--- config.mk ---
export PLATFORM = sky130hd
export DESIGN_NAME = me_acceso_param
export DESIGN_NICKNAME = d
export VERILOG_FILES = /design/src/rtl/me_acceso_param.sv
export SDC_FILE = /design/constraint.sdc
export NUM_CORES = 1
export LEC_CHECK = 0
export ABC_AREA = 0
export CORE_UTILIZATION = 49
export CTS_BUF_LIST = sky130_fd_sc_hd__clkbuf_4
export CTS_CLUSTER_DIAMETER = 40
export DETAILED_ROUTE_END_ITERATION = 6
export HOLD_SLACK_MARGIN = 0.03
export PLACE_DENSITY = 0.77
export SYNTH_ARGS = -nofsm -noshare
export SYNTH_HDL_FRONTEND = slang
export SYNTH_SLANG_ARGS = --single-unit
--- constraint.sdc ---
create_clock -name CLK -period 2 [get_ports CLK]
set_clock_uncertainty 0.2 [all_clocks]
set_input_delay 0.4 -clock CLK [delete_from_list [all_inputs] [get_ports CLK]]
set_output_delay 0.4 -clock CLK [all_outputs]
set_load 0.03 [all_outputs]
--- src/rtl/me_acceso_param.sv ---
// Parametrised PIN access controller: N-digit capture, failure counting and timed lockout.
// Optional inter-digit timeout is compiled in when ME_TIMEOUT_EN is defined.
module me_acceso_param #(
  parameter int N_DIGITOS = 4,
  parameter int W_DIGITO = 4,
  parameter logic [N_DIGITOS*W_DIGITO-1:0] PIN = 16'h6969,
  parameter int MAX_INTENTOS = 3,
  parameter int T_BLOQUEO = 16,
  parameter int T_ESPERA = 32
) (
  input  logic CLK,
  input  logic RESET,
  input  logic SOLICITUD_ACCESO,
  input  logic DIGITO_STB,
  input  logic [W_DIGITO-1:0] DIGITO,
  output logic ACCESO_ACEPTADO,
  output logic ACCESO_DENEGADO,
  output logic BLOQUEO,
  output logic [$clog2(MAX_INTENTOS+1)-1:0] INTENTOS
);

  localparam int IDX_W = (N_DIGITOS > 1) ? $clog2(N_DIGITOS) : 1;
  localparam int INT_W = $clog2(MAX_INTENTOS + 1);
  localparam int BLQ_W = $clog2(T_BLOQUEO + 1);
  localparam logic [IDX_W-1:0] ULTIMO = IDX_W'(N_DIGITOS - 1);
  localparam logic [INT_W-1:0] MAX_I = INT_W'(MAX_INTENTOS);
  localparam logic [BLQ_W-1:0] T_BLQ = BLQ_W'(T_BLOQUEO);

  typedef enum logic [2:0] {
    IDLE,
    CAPTURA,
    ACEPTADO,
    DENEGADO,
    BLOQUEADO
  } estado_t;

  estado_t state, state_next;
  logic stb_q;
  logic evento;
  logic [IDX_W-1:0] indice, indice_next;
  logic fallo, fallo_next;
  logic [INT_W-1:0] intentos, intentos_next, intentos_inc;
  logic [BLQ_W-1:0] bloqueo_cnt, bloqueo_next;
  logic registrar_fallo;
  logic mal;
  logic [W_DIGITO-1:0] pin_dig [N_DIGITOS];

`ifdef ME_TIMEOUT_EN
  localparam int ESP_W = $clog2(T_ESPERA + 1);
  localparam logic [ESP_W-1:0] T_ESP = ESP_W'(T_ESPERA);
  logic [ESP_W-1:0] espera, espera_next;
`endif

  // Digit 0 is the first one typed and maps to the most significant PIN digit.
  for (genvar g = 0; g < N_DIGITOS; g++) begin : g_pin
    assign pin_dig[g] = PIN[(N_DIGITOS-1-g)*W_DIGITO +: W_DIGITO];
  end

  assign evento = DIGITO_STB & ~stb_q;
  assign mal = fallo | (DIGITO != pin_dig[indice]);
  assign intentos_inc = (intentos == MAX_I) ? intentos : intentos + INT_W'(1);

  always_ff @(posedge CLK) begin
    if (RESET) begin
      state <= IDLE;
      stb_q <= 1'b0;
      indice <= '0;
      fallo <= 1'b0;
      intentos <= '0;
      bloqueo_cnt <= '0;
`ifdef ME_TIMEOUT_EN
      espera <= '0;
`endif
    end else begin
      state <= state_next;
      stb_q <= DIGITO_STB;
      indice <= indice_next;
      fallo <= fallo_next;
      intentos <= intentos_next;
      bloqueo_cnt <= bloqueo_next;
`ifdef ME_TIMEOUT_EN
      espera <= espera_next;
`endif
    end
  end

  always_comb begin
    state_next = state;
    indice_next = indice;
    fallo_next = fallo;
    intentos_next = intentos;
    bloqueo_next = bloqueo_cnt;
    registrar_fallo = 1'b0;
`ifdef ME_TIMEOUT_EN
    espera_next = espera;
`endif
    case (state)
      IDLE, ACEPTADO, DENEGADO: begin
        if (SOLICITUD_ACCESO) begin
          state_next = CAPTURA;
          indice_next = '0;
          fallo_next = 1'b0;
`ifdef ME_TIMEOUT_EN
          espera_next = T_ESP;
`endif
        end
      end
      CAPTURA: begin
        if (SOLICITUD_ACCESO) begin
          indice_next = '0;
          fallo_next = 1'b0;
`ifdef ME_TIMEOUT_EN
          espera_next = T_ESP;
`endif
        end else if (evento) begin
          if (indice == ULTIMO) begin
            if (mal) begin
              registrar_fallo = 1'b1;
            end else begin
              state_next = ACEPTADO;
              intentos_next = '0;
            end
          end else begin
            indice_next = indice + IDX_W'(1);
            fallo_next = mal;
`ifdef ME_TIMEOUT_EN
            espera_next = T_ESP;
`endif
          end
        end
`ifdef ME_TIMEOUT_EN
        else if (espera <= ESP_W'(1)) begin
          registrar_fallo = 1'b1;
        end else begin
          espera_next = espera - ESP_W'(1);
        end
`endif
      end
      BLOQUEADO: begin
        if (bloqueo_cnt <= BLQ_W'(1)) begin
          state_next = IDLE;
          intentos_next = '0;
          bloqueo_next = '0;
        end else begin
          bloqueo_next = bloqueo_cnt - BLQ_W'(1);
        end
      end
      default: state_next = IDLE;
    endcase

    // The failure that reaches the limit goes straight to lockout, skipping DENEGADO.
    if (registrar_fallo) begin
      intentos_next = intentos_inc;
      if (intentos_inc == MAX_I) begin
        state_next = BLOQUEADO;
        bloqueo_next = T_BLQ;
      end else begin
        state_next = DENEGADO;
      end
    end
  end

  assign ACCESO_ACEPTADO = (state == ACEPTADO);
  assign ACCESO_DENEGADO = (state == DENEGADO) || (state == BLOQUEADO);
  assign BLOQUEO = (state == BLOQUEADO);
  assign INTENTOS = intentos;

endmodule
Word-level counts from Yosys, hierarchy flattened
Cells that the tools add are included.
- word-level logic and storage cells: 79
- register bits after elaboration: 14
- input bits: 8
- output and inout port bits: 5
- bitwise gates (word level): 4
- mux-type cells: 39
- equal/unequal tests: 17
- add/sub/neg operators: 3
- magnitude comparators: 2
- reductions and logical operators: 8
- operators by type and width (cell ; number):
    $mux W3 ; 8
    $mux W2 ; 11
    $ne A3 B3 Y1 const B ; 7
    $mux W5 ; 4
    $reduce_and A6 Y1 ; 2
    $mux W1 ; 9
    $pmux W3 S3 ; 1
    $bmux W4 S2 ; 1
    $mux W4 ; 2
    $pmux W2 S2 ; 2
    $eq A2 B2 Y1 const B ; 3
    $eq A3 B2 Y1 const B ; 2
    $le A5 B1 Y1 const B ; 1
    $sub A5 B1 Y5 const B ; 1
    $add A2 B1 Y2 const B ; 2
    $ne A4 B4 Y1 ; 1
    $reduce_and A4 Y1 ; 1
    $eq A3 B1 Y1 const B ; 1
    $eq A3 B3 Y1 const B ; 1
    $ge A3 B3 Y1 const B ; 1
    $logic_not A3 Y1 ; 1
    $ne A3 B1 Y1 const B ; 1
    $not A2 Y3 ; 1
    $reduce_bool A3 Y1 ; 1
    8 further kinds ; 8

Longest topological paths before layout
- depth after elaboration: 13
- mapped depth: 6
- depth with buffers taken out: 6

Worst setup path after synthesis
No wires, ideal clock.
- path type: register to register
- start point: reg indice[0]
- end point: reg intentos[1] (netlist: INTENTOS[1])
- buffers on the path: 0
- period minus slack after synthesis: 2.213 ns
- path slack: -0.213 ns
- stages on the path, launching flop included: 7
- library setup time: 0.116 ns
- arrival: 1.897 ns
- path through: dfxtp_1 inv_1 ha_1 or4_1 a221o_1 mux2_2 o211a_1
- longest elaborated chain between the ends: 13
- elaborated cells between the ends (all ways): 20
- classes of those cells: 7 x eq/ne; 9 x mux; 2 x bitwise; 2 x reduce/logical
- ends and longest elaborated chain (element ; line ; text):
    from (decl) ; 40 ; logic [IDX_W-1:0] indice, indice_next;
    from (signal assigned) ; 77 ; indice <= indice_next;
    $not A2 Y3 (implied by the code) ; 60 ; assign mal = fallo | (DIGITO != pin_dig[indice]);
    $bmux W4 S2 ; 60 ;
    $mux W4 (implied by the code) (2 in a row) ; 60 ;
    $ne A4 B4 Y1 ; 60 ;
    $or A1 B1 Y1 ; 60 ;
    $mux W1 ; 117 ; if (mal) begin
    $mux W1 ; 116 ; if (indice == ULTIMO) begin
    $mux W1 ; 115 ; end else if (evento) begin
    $mux W1 ; 109 ; if (SOLICITUD_ACCESO) begin
    $mux W1 ; 97 ; case (state)
    $ne A3 B3 Y1 (no source line) (tied with other cells) ; n/a ;
    $reduce_and A6 Y1 (no source line) ; n/a ;
    to (signal assigned) ; 79 ; intentos <= intentos_next;
    to (decl) ; 42 ; logic [INT_W-1:0] intentos, intentos_next, intentos_inc;
Parallel ways exist; a longest one is shown, timed or not. The select of a mux whose other input is x is not followed.
A chain may end at the register's enable or synchronous reset.

Worst setup path after layout
- start point: in DIGITO[1]
- end point: reg intentos[1] (netlist: INTENTOS[1])
- longest elaborated chain between the ends: 9
- elaborated cells between the ends (all ways): 15
- classes of those cells: 6 x eq/ne; 6 x mux; 1 x bitwise; 2 x reduce/logical
- ends and longest elaborated chain (element ; line ; text):
    from (decl) ; 15 ; input logic [W_DIGITO-1:0] DIGITO,
    $ne A4 B4 Y1 (*) ; 60 ;
    $or A1 B1 Y1 (*) ; 60 ;
    $mux W1 ; 117 ;
    $mux W1 ; 116 ;
    $mux W1 ; 115 ;
    $mux W1 ; 109 ;
    $mux W1 ; 97 ;
    $ne A3 B3 Y1 (no source line) (tied with other cells) ; n/a ;
    $reduce_and A6 Y1 (no source line) ; n/a ;
Every way passes the cells marked *; elsewhere a longest branch is shown, timed or not.

==> out/metrics.yaml <==
layout:
  finalNetCount: 145
  syn_to_final_growth_pct: 41.5
  drive_above_1_share_pct: 38.2
  stdcell_count: 147
  num_antenna_cells: 0
critical_path:
  cp-end-kind: "register"
  path_cells: "clkdlybuf4s50_1 > or4_4 > a221o_1 > mux2_4 > o211a_1"
  cp_slowest_stage_delay_ps: 480
  slowest_stage: "or4_4"
  crit_fanout: 6
  startpoint_type: "input pin"
  path_class: "input pin to register"
  cp.arrival_ps: 2170
  cp.required_ps: 1990
clocking:
  cts_tree: "yes"
  h-tree-depth: 1
  clk_pin_slew_ps: 90
  clock-sinks: 14
  cts_buffer_depth: 2
  cts_buffers: 3
  clock_latency_ps: 290
  clockRootBuffer: "clkbuf_4"
global_route:
  antenna_found_initial: 0
  grt_overflow: 0
  grt_usage_pct: 25.8
  grt_max_degree: 11
  grt_pass1_vias: 821
  grt_pass1_wl_um: 3600
timing:
  hold_viol: 0
  rsz0062_at_grt: "true"
  min_period_ps: 2180
  fin_ws_ps: -181
  maxSlewViolCount: 0
  timing.slew.headroom_pct: 77.8
  hold_ws_ps: 299
  clock.fmax_mhz: 458
  period_share_pct: 109
  worstMarginPinSlew_ps: 331
  setup_viol: 10
synth:
  syn-cell-area_um2: 826
  yosysUniqueCellTypes: 36
  synth.area.top_cells: "dfxtp_1 34%, ha_1 7.6%, a21oi_1 6.7%"
  ys_ff_latch: 14
  syn_inst: 101
  yosysMostFrequentCell: "dfxtp_1"
  synth_edf_count: 0
  synthArstFlopShare_pct: 0
  yosysWarningCount: 0
  syn_avg_cell_area_um2: 8.18
  synth_top_flop_cell: "dfxtp_1"
  ys_top_cells_by_count: "14 x dfxtp_1, 11 x a21oi_1, 8 x inv_1, 8 x nand2_1, 8 x nand3_1"
  synth_top_area_share_pct: 33.9
  syn-num-nets: 114
  yosysSeqAreaShare_pct: 33.9
  synth_largest_area_cell: "dfxtp_1"
floorplanning:
  initial_core_util_pct: 53.6
  io_pins: 13
  core_um2: 1540
  rows: 14
  die_h_um: 43.1
  dieArea_um2: 1850
  die_x_um: 43.1
placement:
  gp_congestion: 0.805
  place_hpwl_um: 1610
  detailedPlace.worstSlack_ps: -513
  dp.cells: 140
  io_buffers: 12
job:
  cap_viol_max_count: 0
power:
  total_power_uw: 522
  power.density_nw_per_um2: 446
  vdd_drop_max_mv: 0.345
  leakage_uw: 0.000492
routing:
  routed_wl_um: 2180
  vias: 875
  drt_first_pass_iters: 4
  viasPerCell: 5.95
  wl_per_cell_um: 14.8
  drt_first_iter_violations: 41
  ant_nets: 0
  drc: 0
outcome:
  violations: "negative setup slack"
  status: "finished with violations"
worst_hold_path:
  hold_class: "input pin to register"
[layout by cell type (no fill, tap or decap), types with 2 or more instances in the layout]
cell / instances
a21oi_1: 7
a21oi_2: 3
a31o_2: 2
buf_4: 19
clkbuf_4: 3
clkdlybuf4s50_1: 6
dfxtp_1: 9
dfxtp_2: 5
dlygate4sd2_1: 3
ha_1: 3
inv_1: 5
inv_2: 3
mux2i_1: 2
nand2_1: 8
nand3_1: 7
nor2_1: 5
nor2b_1: 3
nor3_1: 2
o211a_1: 2
o21ai_0: 3
or3_1: 2
or4b_4: 2
[cells by family after synthesis]
| group | Yosys count | synth area share [%] |
|---|---|---|
| compound gates | 26 | 20.8 |
| fa+ha+maj | 5 | 7.58 |
| buf+inv | 12 | 5.76 |
| flops | 14 | 33.9 |
| mux | 3 | 3.79 |
| simple gates | 41 | 28.2 |
[final timing paths]
check                    from          end  slack [ps]  cells past startpoint
setup / recovery    DIGITO[1]  INTENTOS[1]        -180                      5
setup reg to reg    indice[0]  INTENTOS[1]        -170                      6
hold / removal     DIGITO_STB        stb_q         300                      2
hold reg to reg   INTENTOS[0]  INTENTOS[0]         300                      2
[per-layer routing]
| metal | vias up | part of all wire (%) | global-route usage [%] |
|---|---|---|---|
| li1 | 426 | - | - |
| met1 | 403 | 44 | 33.2 |
| met2 | 37 | 48 | 43.0 |
| met4 | 0 | 3.0 | 12.1 |
| met5 | - | 0 | 0 |
| met3 | 9 | 5.5 | 2.55 |
[registers in the layout, indices dropped and copies added, names as in the netlist]
register / cells
INTENTOS: 2
state: 3
fallo: 1
bloqueo_cnt: 5
indice: 2
stb_q: 1
[through the flow]
stage / util [%] / cell area (µm²) / TNS, ps
floorplan: - / 836 / -534
detailed placement: 69.0 / 1060 / -5330
global placement: 69.0 / 1060 / -4760
CTS: 73.4 / 1130 / -1210
global route: 75.8 / 1170 / -1620
finish: 75.8 / 1170 / -1260
[report_power, final]
group          leakage, µW  switching (µW)  internal [µW]
combinational     0.000361            29.3           35.1
clock            0.0000154            98.3           72.6
sequential        0.000116            3.28            283
[area by class of cell]
class                      instances  area (µm²)
multi-input combinational         75         567
fill                             108         373
sequential                        14         287
timing repair buffer              29         234
inverter                           9        35.0
clock buffer                       3        22.5
tap                               16        20.0
clock inverter                     1        3.75
[critical path, delay by kind of cell]
kind            cells  cell delay (ps)
compound gates      2              540
simple gates        1              480
buf+inv             1              450
mux                 1              300
[what timing repair did]
action	4_1_cts	5_1_grt
resized for setup	13	14
setup buffers	1	2
gates cloned	0	0
endpoints found under the setup margin	13	14
pin swaps	5	2
hold buffers	0	0
Note: power is estimated with default switching activity, not from simulation.
==> edit: new RTL, same settings <==
The parameter `T_BLOQUEO` goes from 16 to 32.
--- a/src/rtl/me_acceso_param.sv
+++ b/src/rtl/me_acceso_param.sv
@@ -5,7 +5,7 @@
   parameter int W_DIGITO = 4,
   parameter logic [N_DIGITOS*W_DIGITO-1:0] PIN = 16'h6969,
   parameter int MAX_INTENTOS = 3,
-  parameter int T_BLOQUEO = 16,
+  parameter int T_BLOQUEO = 32,
   parameter int T_ESPERA = 32
 ) (
   input  logic CLK,
Behaviour: same outputs for any inputs over 10 cycles, from zero or initial values and one cycle with RESET high; that may be too few to reach the edited logic, so the function may still have changed.
==> edit against the original RTL <==
- the run ends with design-rule violations, negative setup slack left
- setup slack improved by 83 ps
- routed wire length fell by 17%
- largest cell class unchanged
- critical endpoint is now bloqueo_cnt[0]
- combinational power fell by 14%
- total power rose by 2.8%
- cell area fell by 5.7%
- critical path depth rose by 1
- sequential cell count rose by 1
- area after synthesis rose by 2.0%
- global-route usage fell by 4.9 points
- count of clock-buffer cells in the layout did not move
==> edit: results (changes against the original RTL) <==
Power
  • Leak Pwr: 0.4353 nW (-11%)
  • Cell Int Power: 0.4059 mW (+3.8%)

Global route
  • Initial antenna violation count: 0 (unchanged)
  • First-pass GRT wire length: 2.960 mm (-18%)
  • Vias in the first global route: 717 (-13%)
  • Total GRT Usage: 20.89% (-4.9 points)

Synthesis
  • Post-Syn Nets: 109 (-4.4%)
  • Synth top area cells: dfxtp_1 36%, ha_1 7.4%, a21oi_2 5.2%
  • Top cells by count, synth: 15 x dfxtp_1, 9 x nand2_1, 8 x inv_1
  • Seq/Total Area, Yosys: 35.66% (+1.7 points)
  • Syn. warnings: 0 (unchanged)
  • Synth unique cells: 32 (-11%)

Run status
  • Status: complete, but fails checks
  • Failing checks: design-rule violations, negative setup slack

Routing
  • Routed wire length: 1.798 mm (-17%)
  • Initial DRT Pass Iterations: 6 (+2)
  • DR vias: 789 (-9.8%)
  • DR DRC count: 2 (+2)
  • DRT iter0 DRCs: 16 (-61%)

Place
  • RD Place Congestion: 0.8539 (+6.1%)
  • HPWL after DPL: 1.386 mm (-14%)

STA
  • Final setup viols: 11 (+1)
  • Setup TNS: -861.3 ps (+398.6 ps)
  • Final Worst Setup Slack: -98.27 ps (+82.92 ps)
  • Slew HR: 56.18% (-22 points)

Critical path
  • Worst path max stage delay: 500 ps (+20 ps)
  • Crit-path max FO: 5 (-1)
  • FF-to-FF Start: indice[0]
  • WP data arrival: 2120 ps (-50 ps)
  • R2R Path End: bloqueo_cnt[0]
  • Reg-to-reg slack, setup: -100 ps (+70 ps)

Worst hold path
  • Hold endpoint: bloqueo_cnt[1]
  • Worst Hold Class: reg2reg
  • Hold Startpoint: bloqueo_cnt[1]

Finish
  • Layout cell share with drive strength beyond 1: 27.87% (-10 points)
  • Fin nets: 136 (-6.2%)
  • Number of fill cells: 138 (+28%)

Clocking
  • Clock slew at reported path FFs: 100 ps
  • Num CTS Buffers: 3 (unchanged)
edit: tightest hold or removal path: stages (launching register included):
cell	delay (ps)
dfxtp_1	340
nand2_1	70
a21oi_2	40
edit: area by class of cell:
class	count	area (sq um)	area share, %
clock buffers	3	22.52	2.043
well taps	16	20.02	1.816
multi-input cells	72	528.0	47.90
repair buffers	23	193.9	17.59
clock inverters	1	5.005	0.4540
inverters	8	30.03	2.724
flip-flops and latches	15	302.8	27.47
edit: stage by stage:
| step | area [sq um] | hold WS (ps) | worst slack (ps) | cells |
|---|---|---|---|---|
| 2_1_floorplan | 859.6 | 253.9 | -63.27 | 96 |
| 3_3_place_gp | 1059 | 274.9 | -421.0 | 132 |
| 3_5_place_dp | 1059 | 280.1 | -489.3 | 132 |
| 4_1_cts | 1090 | 293.3 | -133.6 | 137 |
| 5_1_grt | 1102 | 316.3 | -139.7 | 138 |
| 6_report | 1102 | 298.1 | -98.27 | 138 |
edit: per-layer routing:
metal / track usage (%) / vias to the layer above / part of all wire (%)
met5: 0 / - / 0
met4: 7.500 / 0 / 0.72
met3: 2.917 / 2 / 4.2
met2: 37.58 / 16 / 48
met1: 25.26 / 368 / 47
li1: - / 403 / -
edit: power by group through the flow:
stage	registers, mW	clock network [mW]	logic [mW]
after global placement	0.312	0	0.0513
after CTS	0.305	0.178	0.0531
after floorplan	0.311	0	0.0260
after global routing	0.306	0.191	0.0596
final	0.305	0.176	0.0553
after detailed placement	0.312	0	0.0527
edit: kinds of logic (layout without fill, tap and decap cells):
logic type      Yosys count  count (layout)  share of synthesized area (%)
buf+inv                   9              35                          4.012
fa+ha+maj                 5               5                          7.429
flops                    15              15                          35.66
simple gates             40              40                          27.49
mux                       2               2                          2.378
compound gates           25              25                          23.03
edit: how the worst max path moves through the flow:
| stage | start | to |
|---|---|---|
| final | indice[0] | bloqueo_cnt[0] |
| after global routing | indice[0] | bloqueo_cnt[0] |
| after CTS | indice[0] | bloqueo_cnt[0] |
| after detailed placement | DIGITO[2] | bloqueo_cnt[0] |
| after global placement | DIGITO[2] | bloqueo_cnt[3] |
| after floorplan | indice[0] | bloqueo_cnt[4] |
edit: timing repair:
action                                  CTS  global route
pin swaps                                 2             0
gates resized for setup                   4             2
setup buffers                             1             1
endpoints found under the setup margin   14            13
hold buffers                              0             0
